## src/rtl/instr_fetch_unit.sv

```systemverilog
// Instruction fetch stage: owns the PC, runs the req/ack handshake to
// instruction memory and presents one instruction plus its PC to decode.
// A one-entry skid buffer catches a fetch that completes while decode
// stalls. Redirects flush the stage; an abandoned in-flight request is
// drained in DISCARD so its late data is never mistaken for a new fetch.
module instr_fetch_unit #(
  parameter logic [31:0] PC_RESET  = 32'h0000_0000,
  parameter logic [31:0] NOP_INSTR = 32'h0000_0013
) (
  input  logic        i_clk,
  input  logic        i_rst,
  output logic        o_IM_Req,
  output logic [31:0] o_IM_Addr,
  input  logic        i_IM_Ack,
  input  logic [31:0] i_IM_Data,
  input  logic        i_Stall,
  input  logic        i_Redirect,
  input  logic [31:0] i_Redirect_PC,
  output logic [31:0] o_Instr,
  output logic [31:0] o_PC,
  output logic        o_Valid,
  output logic        o_Ex_inst_misaligned
);

  typedef enum logic [1:0] {
    FETCH    = 2'd0,
    FULL     = 2'd1,
    DISCARD  = 2'd2,
    MISALIGN = 2'd3
  } state_t;

  state_t      state_q, state_d;
  logic [31:0] pc_q, pc_d;
  logic        valid_q, valid_d;
  logic [31:0] instr_q, instr_d;
  logic [31:0] opc_q, opc_d;
  logic        skid_vld_q, skid_vld_d;
  logic [31:0] skid_instr_q, skid_instr_d;
  logic [31:0] skid_pc_q, skid_pc_d;
  logic        mis_q, mis_d;
  // Address of the request being drained in DISCARD, and where to go after.
  logic [31:0] disc_addr_q, disc_addr_d;
  logic        disc_mis_q, disc_mis_d;

  logic req;
  logic consume;
  logic slot_free;
  logic tgt_mis;

  assign req       = (state_q == FETCH) || (state_q == DISCARD);
  assign consume   = valid_q & ~i_Stall;
  assign slot_free = ~valid_q | consume;
  assign tgt_mis   = |i_Redirect_PC[1:0];

  // Request is withdrawn combinationally while reset is held.
  assign o_IM_Req  = req & ~i_rst;
  assign o_IM_Addr = (state_q == DISCARD) ? disc_addr_q : pc_q;

  assign o_Instr              = valid_q ? instr_q : NOP_INSTR;
  assign o_PC                 = opc_q;
  assign o_Valid              = valid_q;
  assign o_Ex_inst_misaligned = mis_q;

  // Next-state and datapath update; redirect outranks stall and ack.
  always_comb begin
    state_d      = state_q;
    pc_d         = pc_q;
    valid_d      = valid_q;
    instr_d      = instr_q;
    opc_d        = opc_q;
    skid_vld_d   = skid_vld_q;
    skid_instr_d = skid_instr_q;
    skid_pc_d    = skid_pc_q;
    mis_d        = mis_q;
    disc_addr_d  = disc_addr_q;
    disc_mis_d   = disc_mis_q;

    if (i_Redirect) begin
      valid_d    = 1'b0;
      instr_d    = NOP_INSTR;
      skid_vld_d = 1'b0;
      pc_d       = i_Redirect_PC;
      mis_d      = tgt_mis;
      if (req && !i_IM_Ack) begin
        // Outstanding request must still complete at its original address.
        state_d    = DISCARD;
        disc_mis_d = tgt_mis;
        if (state_q == FETCH) disc_addr_d = pc_q;
      end else begin
        state_d = tgt_mis ? MISALIGN : FETCH;
      end
    end else begin
      unique case (state_q)
        FETCH: begin
          if (i_IM_Ack) begin
            pc_d = pc_q + 32'd4;
            if (slot_free) begin
              valid_d = 1'b1;
              instr_d = i_IM_Data;
              opc_d   = pc_q;
            end else begin
              skid_vld_d   = 1'b1;
              skid_instr_d = i_IM_Data;
              skid_pc_d    = pc_q;
              state_d      = FULL;
            end
          end else if (consume) begin
            valid_d = 1'b0;
            instr_d = NOP_INSTR;
          end
        end
        FULL: begin
          if (consume) begin
            valid_d    = 1'b1;
            instr_d    = skid_instr_q;
            opc_d      = skid_pc_q;
            skid_vld_d = 1'b0;
            state_d    = FETCH;
          end
        end
        DISCARD: begin
          if (i_IM_Ack) state_d = disc_mis_q ? MISALIGN : FETCH;
        end
        MISALIGN: begin
          state_d = MISALIGN;
        end
        default: state_d = FETCH;
      endcase
    end
  end

  // State and datapath registers, asynchronously reset.
  always_ff @(posedge i_clk or posedge i_rst) begin
    if (i_rst) begin
      state_q      <= FETCH;
      pc_q         <= PC_RESET;
      valid_q      <= 1'b0;
      instr_q      <= NOP_INSTR;
      opc_q        <= 32'd0;
      skid_vld_q   <= 1'b0;
      skid_instr_q <= NOP_INSTR;
      skid_pc_q    <= 32'd0;
      mis_q        <= 1'b0;
      disc_addr_q  <= 32'd0;
      disc_mis_q   <= 1'b0;
    end else begin
      state_q      <= state_d;
      pc_q         <= pc_d;
      valid_q      <= valid_d;
      instr_q      <= instr_d;
      opc_q        <= opc_d;
      skid_vld_q   <= skid_vld_d;
      skid_instr_q <= skid_instr_d;
      skid_pc_q    <= skid_pc_d;
      mis_q        <= mis_d;
      disc_addr_q  <= disc_addr_d;
      disc_mis_q   <= disc_mis_d;
    end
  end

endmodule

```

## config.mk

```make
export PLATFORM = sky130hd
export DESIGN_NAME = instr_fetch_unit
export DESIGN_NICKNAME = d
export VERILOG_FILES = /design/src/rtl/instr_fetch_unit.sv
export SDC_FILE = /design/constraint.sdc
export NUM_CORES = 1
export LEC_CHECK = 0
export ABC_AREA = 1
export CAP_MARGIN = 30
export CORE_UTILIZATION = 48
export DETAILED_ROUTE_END_ITERATION = 16
export GPL_TIMING_DRIVEN = 0
export PLACE_DENSITY = 0.84
export RECOVER_POWER = 25
export SLEW_MARGIN = 20
export SYNTH_ARGS = -nofsm -noshare
export SYNTH_HDL_FRONTEND = slang
export SYNTH_SLANG_ARGS = --single-unit
```

## constraint.sdc

```tcl
create_clock -name i_clk -period 6.3 [get_ports i_clk]
set_input_delay 1.26 -clock i_clk [delete_from_list [all_inputs] [get_ports i_clk]]
set_output_delay 1.26 -clock i_clk [all_outputs]
set_load 0.05 [all_outputs]
```

* After elaboration in Yosys (flattened, before gate mapping)
Index checks and enable logic that the tools add are counted.
** Word-level totals
- Flip-flop bits (word level) :: 197
- Bits in latches :: 0
- Bits in writable memories :: 0
- Memory bits (read-only) :: 0
- Input bits :: 69
- Output and inout bits :: 99
- Logic and storage cells :: 77
- Memories :: 0
** Cells by class
- Add/subtract/negate cells :: 1
- Multipliers :: 0
- Div/mod/pow operators :: 0
- Order comparisons :: 0
- Equal/unequal tests :: 12
- Shifts and indexed selects :: 0
- Mux-type cells :: 30
- Bitwise logic cells :: 8
- Reductions and logical operators :: 16
** Operators by type and width (count)
- 2-to-1 mux 32 bit :: 13
- one-hot mux 32 bit (2 select lines) :: 2
- adder 32 x 3 -> 32 bit (second input constant) :: 1
- 2-to-1 mux 2 bit :: 8
- != test 3 bit (second input constant) :: 4
- AND reduction 4 bit :: 3
- != test 4 bit (second input constant) :: 2
- one-hot mux 2 bit (4 select lines) :: 1
- != test 2 bit (second input constant) :: 3
- nonzero test 2 bit :: 3
- 2-to-1 mux 1 bit :: 5
- inverter 1 bit :: 5
- AND reduction 5 bit :: 1
- equality test 2 bit (second input constant) :: 2
- AND reduction 2 bit :: 2
- AND reduction 3 bit :: 1
- nonzero test 3 bit :: 1
- bitwise AND 1 bit :: 2
- equality test 2 x 1 -> 1 bit (second input constant) :: 1
- logical NOT 2 bit :: 1
- one-hot mux 1 bit (2 select lines) :: 1
- OR reduction 2 bit :: 1
- logical AND 1 bit :: 1
- logical NOT 1 bit :: 1
- 2 further kinds :: 2

* Longest topological paths before layout
- Word-level depth :: 7
- Gate-level depth with buffers :: 11
- Gate-level depth less buffers :: 9

* Least setup slack after synthesis
No wires, ideal clock.
- Path type :: register -> output
- Start point :: register state_q[1]
- End point :: output port o_IM_Addr[10]
- Data arrival time :: 1.996 ns
- Required time :: 5.040 ns
- Path slack :: 3.044 ns
- Stages on the path, launching flop included :: 7
- Buffers on the path :: 2
- Path through :: dfrtp_1 -> inv_1 -> or2_2 -> clkbuf_1 -> clkbuf_1 -> nor2_1 -> a21oi_1
** Between the ends
- Word-level cells in the longest chain between the ends :: 2
** Ends and longest elaborated chain
- start, declared :: line 32 : state_t state_q, state_d;
- start signal, assigned :: line 147 : state_q <= state_d;
- equality test 2 bit :: line 57 : assign o_IM_Addr = (state_q == DISCARD) ? disc_addr_q : pc_q;
- 2-to-1 mux 32 bit :: line 57
- end, declared :: line 13 : output logic [31:0] o_IM_Addr,
Every way passes these cells.

* Worst setup path after layout
- Start point :: register state_q[0]
- End point :: output port o_IM_Addr[30]
The elaborated chain is that of the path after synthesis.

==> flow_metrics.tcl <==
set metrics [dict create \
    setup_violations 0 \
    intPower_w 0.00318 \
    avgSynthCellArea_um2 7.58 \
    vdd_ir_drop_max_v 0.000323 \
    cp_top_family "buffers and inverters" \
    p_leak_nw 6.01 \
    syn-num-nets 1337 \
    rsz0062_at_grt "false" \
    end_kind "output port" \
    firstDrtPassIters 5 \
    fp.dieW_um 143 \
    start_util 0.492 \
    wl_mm 27.4 \
    power_switching_share 0.462 \
    drv_cap 1 \
    cp_common_cell "clkbuf_1" \
    clock_latency_ns 0.44 \
    cts_setup_buffers 0 \
    finalHoldViolCount 0 \
    dieArea_mm2 0.0206 \
    layout.nets 1530 \
    cts_buffers 17 \
    slowest_stage "clkdlybuf4s50_1" \
    portBuffers 167 \
    fin_hold_ws_ns 0.467 \
    switchingPower_w 0.00273 \
    htree_levels 4 \
    ys_seq_area_frac 0.514 \
    seqCellArea_mm2 0.00494 \
    nFillCells 1712 \
    final_max_slew_viol_count 28 \
    syn_area_mm2 0.00960 \
    wl_per_cell_um 15.8 \
    cp_num_buf_inv 3 \
    hpwl_mm 20.4 \
    required_ns 5.04 \
    via_per_inst 5.29 \
    rows 51 \
    ys_types 34 \
    boundaryPins 168 \
    fmax_ghz 0.223 \
    area_growth_pct 28.1 \
    worstPathMaxFanout 10 \
    grt_pass1_wl_mm 44.5 \
    total_power_w 0.00592 \
    critPathMaxStageDelay_ns 0.85 \
    path_clk_slew_ns 0.07 \
    drtIter0Drc 674 \
    setup_tns_ns 0 \
    seqPwrFrac 0.340 \
    multi_input_area_mm2 0.00388 \
    cts_hold_buf 0 \
    cts_tree "done" \
    finalCritPeriodShare 0.711 \
    slew_headroom -0.123 \
    drive_gt1_frac 0.0530 \
    violations "capacitance limit, slew limit" \
    power.density_mw_per_mm2 481 \
    grt_pass1_vias 8836 \
    hp-class "flip-flop to flip-flop" \
    netlist_instances 1267 \
    final_antenna_net_count 0 \
    synth_warnings 0 \
    path_class "flip-flop to output port" \
    power_frac_clock 0.189 \
    cts_root_buf "clkbuf_16" \
    layout_min_cycle_time_ns 4.48 \
    status "complete, but fails checks" \
    cts_resized 0 \
    pwr-share-comb 0.472 \
    via_count 9212 \
    coreArea_mm2 0.0195 \
    cp_cell_sequence "or2_2 > clkbuf_1 > clkbuf_1 > nor2_1 > a21oi_1 > clkdlybuf4s50_1" \
    post-route-drc-count 0 \
    grt_max_degree 35 \
    cts_buffer_depth 2 \
    synth-seq-cells 197 \
    grt.overflow.total 0 \
    cp.arrival_ns 3.22 \
    cts.sinks 197 \
    die_h_um 143 \
    tightest_slew_ns 1.68 \
    grt_use_total 0.281 \
    clock_skew_ns 0.0136 \
    start_kind "flip-flop" \
    antenna_found_initial 1 \
    gp_congestion 0.955 \
]
worst register-to-register path, delay by kind of cell (launching register included):
| kind | cells | cell delay (ns) |
|---|---|---|
| AND/OR/NAND/NOR | 3 | 0.67 |
| flip-flops | 1 | 0.50 |
| buffers and inverters | 2 | 0.47 |
| AO/OA/AOI/OAI | 1 | 0.28 |
cell usage after synthesis:
cell | number | share of area
nor3_2 | 1 | 0.0010
nand2_1 | 414 | 0.16
buf_4 | 6 | 0.0047
or2_2 | 3 | 0.0020
ha_1 | 1 | 0.0013
a22oi_1 | 1 | 0.00078
dfrtp_1 | 191 | 0.50
nor2_1 | 102 | 0.040
inv_2 | 1 | 0.00039
buf_1 | 1 | 0.00039
nor2_2 | 1 | 0.00065
a31oi_1 | 2 | 0.0013
inv_1 | 118 | 0.046
dfstp_2 | 6 | 0.016
o211ai_1 | 2 | 0.0016
o21ai_1 | 40 | 0.021
nand3_1 | 76 | 0.040
a21oi_1 | 44 | 0.023
buf_2 | 13 | 0.0068
o21bai_1 | 5 | 0.0039
nor3_1 | 3 | 0.0016
nand4_1 | 2 | 0.0013
o21ai_0 | 166 | 0.087
clkbuf_1 | 42 | 0.016
nand2_2 | 3 | 0.0020
and2_1 | 2 | 0.0013
nor2_4 | 1 | 0.0012
nor3_4 | 1 | 0.0017
buf_6 | 6 | 0.0070
xnor2_1 | 1 | 0.00091
o221ai_1 | 1 | 0.00091
o22ai_1 | 1 | 0.00065
clkinv_1 | 1 | 0.00039
xor2_1 | 9 | 0.0082
layout by cell type (no fill, tap or decap), types with 2 or more instances in the layout:
master,instances
a21oi_1,44
nand3_1,76
inv_8,4
nand2_2,3
o21bai_1,5
nor3_1,3
clkbuf_1,46
dfrtp_1,191
clkinv_4,2
clkbuf_16,17
or2_2,3
diode_2,2
buf_6,6
nand4_1,2
inv_1,117
and2_1,2
xor2_1,9
o21ai_1,40
dfstp_2,6
buf_2,13
clkinv_8,3
buf_4,6
nor2_1,102
buf_12,2
inv_6,3
nand2_1,414
o21ai_0,166
a31oi_1,2
clkdlybuf4s50_1,166
o211ai_1,2
final timing paths:
check                                            start                           to  slack (ns)  cells after the start
min reg2reg                skid_instr_q[1]$_DFFE_PP1P_  skid_instr_q[1]$_DFFE_PP1P_        0.47                      2
max in group asynchronous                        i_rst         pc_q[14]$_DFFE_PP0P_        2.03                      4
max reg2reg                     state_q[0]$_DFFE_PP0P_     skid_pc_q[8]$_DFFE_PP0P_        4.29                      6
min in group asynchronous                        i_rst      instr_q[11]$_DFFE_PP0P_        1.36                      2
max                             state_q[0]$_DFFE_PP0P_                o_IM_Addr[30]        1.82                      6
min                        skid_instr_q[1]$_DFFE_PP1P_  skid_instr_q[1]$_DFFE_PP1P_        0.47                      2
metrics by stage:
step / util / cell area [µm²] / instances / setup WS, ns
after global placement: 0.595 / 11600 / 1699 / 0.950
after detailed placement: 0.603 / 11800 / 1706 / 2.32
after CTS: 0.634 / 12400 / 1738 / 1.83
after floorplan: - / 9610 / 1267 / 2.50
final: 0.630 / 12300 / 1740 / 1.82
after global routing: 0.630 / 12300 / 1738 / 1.48
final cells by class:
type,instances,share of cell area
antenna,2,0.000407
buffer,68,0.0276
clock buffer,17,0.0346
clock inverter,15,0.0146
inverter,120,0.0367
multi-input combinational,882,0.315
sequential,197,0.401
tap,265,0.0270
timing repair buffer,174,0.143
sequential cells by signal, summed over array words and instances (netlist names):
register and cells:
state_q 2, pc_q 32, o_Ex_inst_misaligned 1, disc_mis_q 1, instr_q 32, skid_instr_q 32, disc_addr_q 32, skid_pc_q 32
o_PC 32, o_Valid 1
kinds of logic after synthesis:
kind of cell / after synthesis / share of synthesized area
AOI/OAI and AO/OA: 262 / 0.139
xor gates and xnor gates: 10 / 0.00912
adders and majority gates: 1 / 0.00130
buffers and inverters: 188 / 0.0822
DFF: 197 / 0.514
and+or+nand+nor: 609 / 0.254
layer usage:
metal	global-route usage	vias to the layer above	part of all wire
met5	0	-	0
met4	0.107	0	0.023
met3	0.0440	50	0.067
met2	0.470	393	0.49
met1	0.366	4373	0.42
li1	-	4396	-
power groups by stage:
stage / clock [W] / sequential, W / combinational, W
floorplan: 0 / 0.00229 / 0.00157
global placement: 0 / 0.00200 / 0.00272
detailed placement: 0 / 0.00202 / 0.00278
CTS: 0.00113 / 0.00200 / 0.00280
global route: 0.00118 / 0.00206 / 0.00301
finish: 0.00112 / 0.00201 / 0.00279
No activity file was read; power rests on OpenSTA's default activity.
